[config.mk]
export PLATFORM = sky130hd
export DESIGN_NAME = reset_seq
export DESIGN_NICKNAME = d
export VERILOG_FILES = /design/src/rtl/reset_seq_pkg.sv /design/src/rtl/reset_seq_debounce.sv /design/src/rtl/reset_seq.sv
export SDC_FILE = /design/constraint.sdc
export NUM_CORES = 1
export LEC_CHECK = 0
export CORE_MARGIN = 8
export CORE_UTILIZATION = 70
export CTS_BUF_LIST = sky130_fd_sc_hd__clkbuf_8
export CTS_CLUSTER_DIAMETER = 60
export DETAILED_ROUTE_END_ITERATION = 8
export DONT_BUFFER_PORTS = 1
export PLACE_DENSITY = 0.93
export SLEW_MARGIN = 20
export SYNTH_ARGS = -nofsm -noshare
export SYNTH_HDL_FRONTEND = slang
export SYNTH_HIERARCHICAL = 1
export SYNTH_SLANG_ARGS = --single-unit
[constraint.sdc]
create_clock -name clk -period 4.8 [get_ports clk]
set_clock_uncertainty 0.15 [all_clocks]
set_input_delay 0.48 -clock clk [delete_from_list [all_inputs] [get_ports clk]]
set_output_delay 0.48 -clock clk [all_outputs]
set_load 0.02 [all_outputs]
[src/rtl/reset_seq_pkg.sv]
// Shared definitions for the reset sequencer: sequencer states, reset-cause
// codes and the cause-priority helper.
package reset_seq_pkg;

  // Sequencer states
  typedef enum logic [1:0] {
    ST_HOLD     = 2'd0,
    ST_MEM_WAIT = 2'd1,
    ST_RUN      = 2'd2
  } state_e;

  // Cause-of-last-reset codes as reported on rst_cause
  localparam logic [2:0] CAUSE_POR = 3'd0;
  localparam logic [2:0] CAUSE_BTN = 3'd1;
  localparam logic [2:0] CAUSE_WD  = 3'd2;
  localparam logic [2:0] CAUSE_SW  = 3'd3;

  // Resolve simultaneous reset requests: button beats watchdog beats software.
  function automatic logic [2:0] pick_cause(input logic btn, input logic wd, input logic sw);
    logic [2:0] cause;
    if (btn) begin
      cause = CAUSE_BTN;
    end else if (wd) begin
      cause = CAUSE_WD;
    end else if (sw) begin
      cause = CAUSE_SW;
    end else begin
      cause = CAUSE_POR;
    end
    return cause;
  endfunction

endpackage

[src/rtl/reset_seq_debounce.sv]
// Button debouncer: two-flop synchronizer followed by a stability counter.
// The debounced level only follows the synchronized input once it has held
// the new value for DEBOUNCE_CYCLES consecutive cycles. A one-cycle 'fall'
// pulse marks each accepted high-to-low transition (a press for active-low
// buttons).
module reset_seq_debounce #(
  parameter int unsigned DEBOUNCE_CYCLES = 50000,
  parameter logic        RESET_LEVEL     = 1'b1
) (
  input  logic clk,
  input  logic rst_n,
  input  logic din,
  output logic level,
  output logic fall
);

  localparam int unsigned    CNT_W    = (DEBOUNCE_CYCLES > 1) ? $clog2(DEBOUNCE_CYCLES) : 1;
  localparam logic [CNT_W-1:0] CNT_LAST = CNT_W'(DEBOUNCE_CYCLES - 1);
  localparam logic [CNT_W-1:0] CNT_ONE  = CNT_W'(1);

  logic             sync1_q, sync1_d;
  logic             sync2_q, sync2_d;
  logic             level_q, level_d;
  logic             fall_q,  fall_d;
  logic [CNT_W-1:0] cnt_q,   cnt_d;

  // Synchronizer shift and stability counting toward a level change
  always_comb begin
    sync1_d = din;
    sync2_d = sync1_q;
    level_d = level_q;
    cnt_d   = cnt_q;
    fall_d  = 1'b0;
    if (sync2_q == level_q) begin
      // Input agrees with accepted level (or bounced back): restart.
      cnt_d = '0;
    end else if (cnt_q >= CNT_LAST) begin
      // Held the new value long enough: accept it.
      level_d = sync2_q;
      cnt_d   = '0;
      fall_d  = ~sync2_q;
    end else begin
      cnt_d = cnt_q + CNT_ONE;
    end
  end

  // Debouncer state registers
  always_ff @(posedge clk or negedge rst_n) begin
    if (!rst_n) begin
      sync1_q <= RESET_LEVEL;
      sync2_q <= RESET_LEVEL;
      level_q <= RESET_LEVEL;
      fall_q  <= 1'b0;
      cnt_q   <= '0;
    end else begin
      sync1_q <= sync1_d;
      sync2_q <= sync2_d;
      level_q <= level_d;
      fall_q  <= fall_d;
      cnt_q   <= cnt_d;
    end
  end

  assign level = level_q;
  assign fall  = fall_q;

endmodule

[src/rtl/reset_seq.sv]
// Reset sequencer. Holds memory and system resets for HOLD_CYCLES after any
// reset event, releases the memory controller first, then releases the
// system once the memory controller reports ready (or after MEM_TIMEOUT
// cycles, flagging mem_err). Reset events are a debounced button press, a
// watchdog pulse or a software pulse; the cause of the last one is kept for
// software and survives everything except rst_n.
module reset_seq
  import reset_seq_pkg::*;
#(
  parameter int unsigned HOLD_CYCLES     = 16,
  parameter int unsigned DEBOUNCE_CYCLES = 50000,
  parameter int unsigned MEM_TIMEOUT     = 65535
) (
  input  logic       clk,
  input  logic       rst_n,
  input  logic       btn_rst_n,
  input  logic       wd_trig,
  input  logic       sw_rst,
  input  logic       mem_ready,
  output logic       mem_rst_n,
  output logic       rst_out_n,
  output logic [2:0] rst_cause,
  output logic       mem_err
);

  localparam int unsigned       HOLD_W    = (HOLD_CYCLES > 1) ? $clog2(HOLD_CYCLES) : 1;
  localparam int unsigned       TO_W      = (MEM_TIMEOUT > 1) ? $clog2(MEM_TIMEOUT) : 1;
  localparam logic [HOLD_W-1:0] HOLD_LAST = HOLD_W'(HOLD_CYCLES - 1);
  localparam logic [HOLD_W-1:0] HOLD_ONE  = HOLD_W'(1);
  localparam logic [TO_W-1:0]   TO_LAST   = TO_W'(MEM_TIMEOUT - 1);
  localparam logic [TO_W-1:0]   TO_ONE    = TO_W'(1);

  state_e            state_q,     state_d;
  logic [HOLD_W-1:0] hold_cnt_q,  hold_cnt_d;
  logic [TO_W-1:0]   to_cnt_q,    to_cnt_d;
  logic [2:0]        cause_q,     cause_d;
  logic              mem_err_q,   mem_err_d;
  logic              mem_rst_n_q, mem_rst_n_d;
  logic              rst_out_n_q, rst_out_n_d;
  logic              rdy_sync1_q, rdy_sync1_d;
  logic              rdy_sync2_q, rdy_sync2_d;

  logic btn_level;
  logic btn_press;
  logic event_s;

  reset_seq_debounce #(
    .DEBOUNCE_CYCLES (DEBOUNCE_CYCLES),
    .RESET_LEVEL     (1'b1)
  ) u_btn_debounce (
    .clk   (clk),
    .rst_n (rst_n),
    .din   (btn_rst_n),
    .level (btn_level),
    .fall  (btn_press)
  );

  assign event_s = btn_press | wd_trig | sw_rst;

  // mem_ready synchronizer, held clear while the memory controller is in reset
  always_comb begin
    if (!mem_rst_n_q) begin
      rdy_sync1_d = 1'b0;
      rdy_sync2_d = 1'b0;
    end else begin
      rdy_sync1_d = mem_ready;
      rdy_sync2_d = rdy_sync1_q;
    end
  end

  // Sequencer next state, counters, cause/error bookkeeping and output levels
  always_comb begin
    state_d    = state_q;
    hold_cnt_d = hold_cnt_q;
    to_cnt_d   = to_cnt_q;
    cause_d    = cause_q;
    mem_err_d  = mem_err_q;
    case (state_q)
      ST_HOLD: begin
        // Requests are ignored here; a held button freezes the hold count.
        to_cnt_d = '0;
        if (!btn_level) begin
          hold_cnt_d = '0;
        end else if (hold_cnt_q >= HOLD_LAST) begin
          state_d    = ST_MEM_WAIT;
          hold_cnt_d = '0;
        end else begin
          hold_cnt_d = hold_cnt_q + HOLD_ONE;
        end
      end
      ST_MEM_WAIT: begin
        if (event_s) begin
          state_d    = ST_HOLD;
          hold_cnt_d = '0;
          to_cnt_d   = '0;
          cause_d    = pick_cause(btn_press, wd_trig, sw_rst);
        end else if (rdy_sync2_q) begin
          state_d   = ST_RUN;
          to_cnt_d  = '0;
          mem_err_d = 1'b0;
        end else if (to_cnt_q >= TO_LAST) begin
          state_d   = ST_RUN;
          to_cnt_d  = '0;
          mem_err_d = 1'b1;
        end else begin
          to_cnt_d = to_cnt_q + TO_ONE;
        end
      end
      ST_RUN: begin
        if (event_s) begin
          state_d    = ST_HOLD;
          hold_cnt_d = '0;
          to_cnt_d   = '0;
          cause_d    = pick_cause(btn_press, wd_trig, sw_rst);
        end else begin
          state_d = ST_RUN;
        end
      end
      default: begin
        state_d    = ST_HOLD;
        hold_cnt_d = '0;
        to_cnt_d   = '0;
      end
    endcase
    // Outputs are registered copies of the next-state decode.
    mem_rst_n_d = (state_d != ST_HOLD);
    rst_out_n_d = (state_d == ST_RUN);
  end

  // Sequencer and output registers
  always_ff @(posedge clk or negedge rst_n) begin
    if (!rst_n) begin
      state_q     <= ST_HOLD;
      hold_cnt_q  <= '0;
      to_cnt_q    <= '0;
      cause_q     <= CAUSE_POR;
      mem_err_q   <= 1'b0;
      mem_rst_n_q <= 1'b0;
      rst_out_n_q <= 1'b0;
      rdy_sync1_q <= 1'b0;
      rdy_sync2_q <= 1'b0;
    end else begin
      state_q     <= state_d;
      hold_cnt_q  <= hold_cnt_d;
      to_cnt_q    <= to_cnt_d;
      cause_q     <= cause_d;
      mem_err_q   <= mem_err_d;
      mem_rst_n_q <= mem_rst_n_d;
      rst_out_n_q <= rst_out_n_d;
      rdy_sync1_q <= rdy_sync1_d;
      rdy_sync2_q <= rdy_sync2_d;
    end
  end

  assign mem_rst_n = mem_rst_n_q;
  assign rst_out_n = rst_out_n_q;
  assign rst_cause = cause_q;
  assign mem_err   = mem_err_q;

endmodule

# After elaboration in Yosys (flattened, before gate mapping)
# Index checks and enable logic that the tools add are counted.
# totals
register_bits,50
out_inout_bits,6
# classes
reduce_logical,7
muxes,27
n_bitwise,5
n_eq_ne,6
add_sub_neg,3
magnitude_cmp,3
# op_table
cell,n
16-bit 2-to-1 mux,6
"16-bit by 1-bit adder with 16-bit output, second input constant",2
"16-bit greater-or-equal comparator, second input constant",2
16-bit one-hot mux with 2 select lines,1
2-bit 2-to-1 mux,9
4-bit 2-to-1 mux,3
4-bit one-hot mux with 2 select lines,1
1-bit 2-to-1 mux,6
2-bit one-hot mux with 3 select lines,1
"4-bit by 1-bit adder with 4-bit output, second input constant",1
"2-bit equality test, second input constant",2
"4-bit greater-or-equal comparator, second input constant",1
2-bit AND reduction,2
2-bit nonzero test,2
1-bit inverter,3
3-bit AND reduction,1
"2-bit by 1-bit equality test with 1-bit output, second input constant",1
2-bit zero test,1
"2-bit by 1-bit != test with 1-bit output, second input constant",1
"2-bit != test, second input constant",1
1-bit bitwise OR,2
2-bit OR reduction,1
1-bit equality test,1

# Longest topological paths before layout
# depth
depth_word,6
depth_mapped,8
ltp_nobuf,6

# Cells and area by module
# Netlist, hierarchy kept.
# by_module_without_submodules
mod,area_each_um2,n_inst,cells_per_inst,seq_area_each_um2
reset_seq,1706.6,1,171,725.7
reset_seq_debounce,985.9,1,91,504.2

# Worst setup path after synthesis
# No wires, ideal clock.
# synth_path
path_type,register to register
from,register state_q[1]
to,register to_cnt_q[12]
path_stages_with_launch,9
t_required_ns,4.584
path_slack_ns,2.760
setup_time_ns,0.066
synth_period_minus_slack_ns,2.040
arrival_ns,1.824
path_cell_list,dfrtp_1 > inv_1 > ha_1 > or2b_1 > or4_1 > buf_2 > buf_6 > o31ai_4 > o31a_1
# synth_via
elab_chain_len,2
word_cells_on_any_way,4
cone_classes,3 x eq/ne; 1 x mux
# synth_rtl
item,line_no,text
"start, declared",reset_seq.sv:33,"state_e state_q, state_d;"
"start signal, assigned",reset_seq.sv:143,state_q <= state_d;
2-bit equality test or 2-bit by 1-bit equality test with 1-bit output (tied branches),reset_seq.sv:78,case (state_q)
16-bit one-hot mux with 2 select lines or 2-bit != test (tied branches),-,
"end signal, assigned",reset_seq.sv:145,to_cnt_q <= to_cnt_d;
"end, declared",reset_seq.sv:35,"logic [TO_W-1:0] to_cnt_q, to_cnt_d;"
# Several ways; a longest one is shown, not always the timed one.
# A chain may end at the register's enable or synchronous reset.

# Final worst setup path
# layout_path
from,register u_btn_debounce.cnt_q[0]
to,register u_btn_debounce.cnt_q[5]
# layout_via
elab_chain_len,3
word_cells_on_any_way,4
cone_classes,1 x add/sub; 1 x order compare; 2 x mux
# layout_rtl
item,line_no,text
"start, declared",reset_seq_debounce.sv:25,"logic [CNT_W-1:0] cnt_q, cnt_d;"
"start signal, assigned",reset_seq_debounce.sv:60,cnt_q <= cnt_d;
16-bit by 1-bit adder with 16-bit output or 16-bit greater-or-equal comparator (tied branches),"reset_seq_debounce.sv:43, reset_seq_debounce.sv:37",
16-bit 2-to-1 mux (*),reset_seq_debounce.sv:37,end else if (cnt_q >= CNT_LAST) begin
16-bit 2-to-1 mux (*),reset_seq_debounce.sv:34,if (sync2_q == level_q) begin
via u_btn_debounce.cnt_d[5],reset_seq_debounce.sv:25,
# Mark *: on every way through the listed nets, which the timed path passes. The rest lies on a longest branch.

==> flow_metrics.tcl <==
set metrics [dict create \
    maxCapViolCount 0 \
    numPortBuffers 0 \
    m1WireLength_um 2280 \
    min_period_ns 2.49 \
    cts_tree "yes" \
    grt_pass1_vias 2006 \
    drive_gt1_share_pct 12.5 \
    setup_viol 0 \
    synthFlopType "dfrtp_1" \
    syn_area_um2 2690 \
    rows 22 \
    die_x_um 78.0 \
    max_freq_ghz 0.402 \
    critPathArrivalTime_ns 2.49 \
    synthArstFlopShare_pct 100 \
    drv_slew 0 \
    cp-start-kind "register" \
    route.met3.wl_um 191 \
    die-area_um2 6090 \
    drc 0 \
    cts_setup_buffers 0 \
    start_util_pct 73.0 \
    crit_path_end_kind "register" \
    cts_buffers 5 \
    design_area_um2 2850 \
    die-height_um 78.0 \
    ant_nets 0 \
    routed-wl-met2_um 2720 \
    ir_worst_vdd_mv 0.213 \
    vias 1996 \
    drt_iter0_drc 178 \
    drtPass1Iterations 4 \
    outcome "completed" \
    yosys_warnings 6 \
    yosysUniqueCellTypes 58 \
    ctsHoldBuffers 2 \
    top_layer_used "met4" \
    grt-ovfl-total 0 \
    hold_class "in -> reg" \
    ys_seq_elements 49 \
    timing.final.crit_share_pct 51.8 \
    path_max_fanout 15 \
    avgRoutedWirePerCell_um 17.1 \
    antenna_found_initial 0 \
    gp_congestion 0.828 \
    synth.net_count 276 \
    grt_pass1_wl_um 9220 \
    post_dp_cell_area_um2 2690 \
    avgViaCountPerCell 6.42 \
    clkSinkCount 49 \
    tightest_slew_ns 0.721 \
    grt_max_degree 50 \
    core_um2 3690 \
    finalSetupTns_ns 0 \
    power.density_nw_per_um2 263 \
    max-clock-path-buffers 2 \
    io_pins 12 \
    htree_levels 2 \
    track_usage_pct 18.5 \
    clk_latency_ns 0.31 \
    route.final.wire_length_um 5310 \
    finalHoldViolCount 0 \
    cts_resized 0 \
    rsz0062_at_grt "false" \
    fin_nets 276 \
    synthCells 262 \
    path_clk_slew_ns 0.10 \
    clock_tree.root_cell "clkbuf_8" \
    path_class "reg -> reg" \
    synth_edf_count 0 \
    antenna_cells 0 \
    synth_area_per_cell_um2 10.3 \
    synthToLayoutAreaGrowth_pct 5.67 \
    dpl.hpwl_um 3470 \
    relSlewSlack_pct 51.9 \
    crit_required_ns 4.81 \
    yosysSeqAreaShare_pct 45.7 \
    p_leak_nw 1.15 \
]
## cells by family after synthesis
family,synth area share [%]
AOI/OAI and AO/OA,13.7
adders and majority gates,3.72
muxes,0.836
DFF,45.7
and+or+nand+nor,26.7
other,0.139
xor gates and xnor gates,4.88
buffers and inverters,4.37
## final cells by class
type                    instances  area [µm²]
repair buffers                  4        55.1
multi-input cells             193        1350
flip-flops and latches         49        1230
well taps                      48        60.1
inverters                       9        33.8
clock inverters                 3        43.8
clock buffers                   5        68.8
fillers                       235         843
## placed cells by master (no fill, tap or decap), types with 7 or more instances in the layout
master and count:
ha_1 8, nor3b_1 7, nand2_1 19, nor2_2 8, nand3_1 12, dfrtp_1 46, nor4_1 12, xnor2_1 12
inv_1 9, nor3_1 14, nor2_1 15
## flip-flops by register name (all words and copies together) (netlist names)
name	flops
hold_cnt_q	4
mem_err	1
mem_rst_n	1
rdy_sync1_q	1
rdy_sync2_q	1
rst_cause	2
rst_out_n	1
state_q	2
to_cnt_q	16
u_btn_debounce/cnt_q	16
u_btn_debounce/fall	1
u_btn_debounce/level	1
u_btn_debounce/sync1_q	1
u_btn_debounce/sync2_q	1
## power by group
part / internal, mW / switching, mW / total, mW
logic: 0.00821 / 0.0148 / 0.0230
registers: 0.417 / 0.00519 / 0.423
clock network: 0.156 / 0.145 / 0.301
## cell usage after synthesis (3+ instances only)
cell type / count / share of area (%)
o22a_1: 4 / 1.3
o311ai_0: 6 / 2.0
xor2_1: 3 / 0.98
and2_1: 4 / 0.93
a21oi_1: 6 / 1.1
o21a_1: 6 / 1.7
clkbuf_1: 3 / 0.42
ha_1: 8 / 3.7
nor4_2: 3 / 1.4
xnor2_1: 12 / 3.9
dfstp_2: 3 / 2.9
inv_1: 9 / 1.3
nor2_2: 8 / 1.9
dfrtp_1: 46 / 43
nor3b_1: 7 / 2.0
nor4_1: 12 / 2.8
buf_2: 3 / 0.56
and3_1: 3 / 0.70
nor2_1: 15 / 2.1
o21ai_0: 3 / 0.56
nor3_1: 14 / 2.6
nand3_1: 12 / 2.2
o31ai_1: 6 / 1.7
nand2_1: 19 / 2.6
nand4_1: 6 / 1.4
## through the flow
stage	hold slack (ns)	util, %	instances	power (mW)	worst slack, ns
detailed placement	0.0354	72.8	300	0.442	2.35
CTS	0.00670	76.9	310	0.747	2.35
global route	0.145	77.1	311	0.769	2.17
global placement	0.0355	72.8	300	0.441	2.47
floorplan	0.0344	-	262	0.443	2.76
finish	0.150	77.1	311	0.747	2.31
## worst max-delay path: stages, from the launching register on
cell and delay (ns):
dfrtp_1 0.46, ha_1 0.22, nand3_1 0.26, a2111oi_2 0.47, or3b_1 0.65, nor2_1 0.12
## metal layers
metal / track usage (%) / vias up
li1: - / 959
met1: 21.7 / 983
met2: 32.3 / 44
met3: 3.87 / 10
met4: 7.78 / 0
met5: 0 / -
## path summary, 6_finish.rpt
| kind | start | cells after the start | slack (ns) | to |
|---|---|---|---|---|
| setup / recovery | u_btn_debounce/cnt_q[0] | 5 | 2.31 | u_btn_debounce/cnt_q[5] |
| min in group asynchronous | rst_n | 2 | 0.52 | state_q[0] |
| setup reg to reg | u_btn_debounce/cnt_q[0] | 5 | 2.31 | u_btn_debounce/cnt_q[5] |
| max in group asynchronous | rst_n | 2 | 3.71 | u_btn_debounce/level |
| hold reg to reg | u_btn_debounce/sync1_q | 0 | 0.21 | u_btn_debounce/sync2_q |
| hold / removal | mem_ready | 1 | 0.15 | rdy_sync1_q |
Power figures use the tool's default switching activity.
==> edit: new RTL, config.mk and constraints unchanged <==
Change the parameter `HOLD_CYCLES` from 16 to 8.
--- a/src/rtl/reset_seq.sv
+++ b/src/rtl/reset_seq.sv
@@ -7,7 +7,7 @@
 module reset_seq
   import reset_seq_pkg::*;
 #(
-  parameter int unsigned HOLD_CYCLES     = 16,
+  parameter int unsigned HOLD_CYCLES     = 8,
   parameter int unsigned DEBOUNCE_CYCLES = 50000,
   parameter int unsigned MEM_TIMEOUT     = 65535
 ) (
Function: changed (a bounded check fails within 10 cycles, from zero or initial values and one cycle with rst_n low).
==> edit against the unedited design <==
Utilization rose by 0.99 points. Largest cell class is now registers. Cell area shrank 7.7%. Worst setup slack improved by 0.044 ns. Critical endpoint is now u_btn_debounce/cnt_q[4]. Synthesized area is 8.7% lower. Sequential cell count shrank 1. Wire length down 10%. Total power is 3.8% lower.
==> edit: results (changes against the unedited design) <==
GRT
  • Met2 usage: 30.6% (-1.7 points)
  • Grt met1 use: 22.8% (+1.1 points)
  • GR Util met3: 6.13% (+2.3 points)
  • Number of global-route vias before repair: 1749 (-13%)

Place
  • Cell Count Post-Placement: 278 (-7.3%)
  • Pre-CTS WS: 2.24 ns (-0.108 ns)
  • Placed cell area: 2460 sq um (-8.2%)

Drt
  • Met3 Wirelength: 259 um (+36%)
  • Per-cell routed wire length: 16.5 um (-3.1%)
  • Met2 routed wirelength: 2.35 mm (-14%)
  • DRT iter0 DRCs: 130 (-27%)
  • Met1 WL: 2.03 mm (-11%)

Worst setup path
  • Slowest stage delay, CP: 0.68 ns (+0.03 ns)
  • Reg-to-reg slack, setup: 2.36 ns (+0.04 ns)
  • Arr. time, crit path: 2.45 ns (-0.04 ns)

Synth
  • Most common library cells after synthesis: 45 x dfrtp_1, 31 x nor2_1, 19 x nand2_1, 18 x xnor2_1
  • Synth cell types: 48 (-17%)
  • Syn_nets: 252 (-8.7%)
  • XOR/XNOR share of the synthesized area: 9.27% (+4.4 points)
  • Register area share after synthesis: 49.0% (+3.4 points)
  • Most area-consuming cells after synthesis: dfrtp_1 46%, xnor2_1 6.4%, nor2_1 4.7%, ha_1 4.6%, dfstp_2 3.2%
  • Adder-Cell Fraction of Synth Area: 4.58% (+0.87 points)
  • Proportion of synthesized area in mux cells: 0.458% (-0.38 points)

Finish
  • Layout cells sized above 1: 12.8% (+0.21 points)
  • Layout net count: 257 (-6.9%)
  • Regs by FF count: to_cnt_q (16), u_btn_debounce/cnt_q (16), hold_cnt_q (3)

Timing
  • Hold slack: 0.171 ns (+0.0212 ns)

Power
  • Static leakage: 1.05 nW (-8.0%)

Run status
  • Status: complete, no violations
## edit: cell types whose count changed after synthesis, sizes merged, moves of 5 or more
cell / unedited run / this run
nor2: 25 / 41
nor3b: 7 / 2
nor4: 15 / 8
o21a: 6 / 0
o311ai: 6 / 0
o31ai: 7 / 0
xnor2: 12 / 18
xor2: 3 / 8
## edit: how the worst min path moves through the flow
stage | start | endpoint
6_report | mem_ready | rdy_sync1_q
3_3_place_gp | rst_n | to_cnt_q[0]
3_5_place_dp | rst_n | to_cnt_q[0]
2_1_floorplan | rst_n | hold_cnt_q[0]
5_1_grt | mem_ready | rdy_sync1_q
4_1_cts | btn_rst_n | u_btn_debounce/sync1_q
## edit: layout make-up
class	instances	area, sq um
multi-input combinational	177	1180
clock inverter	3	38.8
tap	46	57.6
sequential	48	1200
timing repair buffer	3	47.5
inverter	7	26.3
clock buffer	5	68.8
fill	214	736
## edit: power by group
part / switching (mW) / internal, mW
Sequential: 0.00355 / 0.408
Clock: 0.135 / 0.153
Combinational: 0.0138 / 0.00655
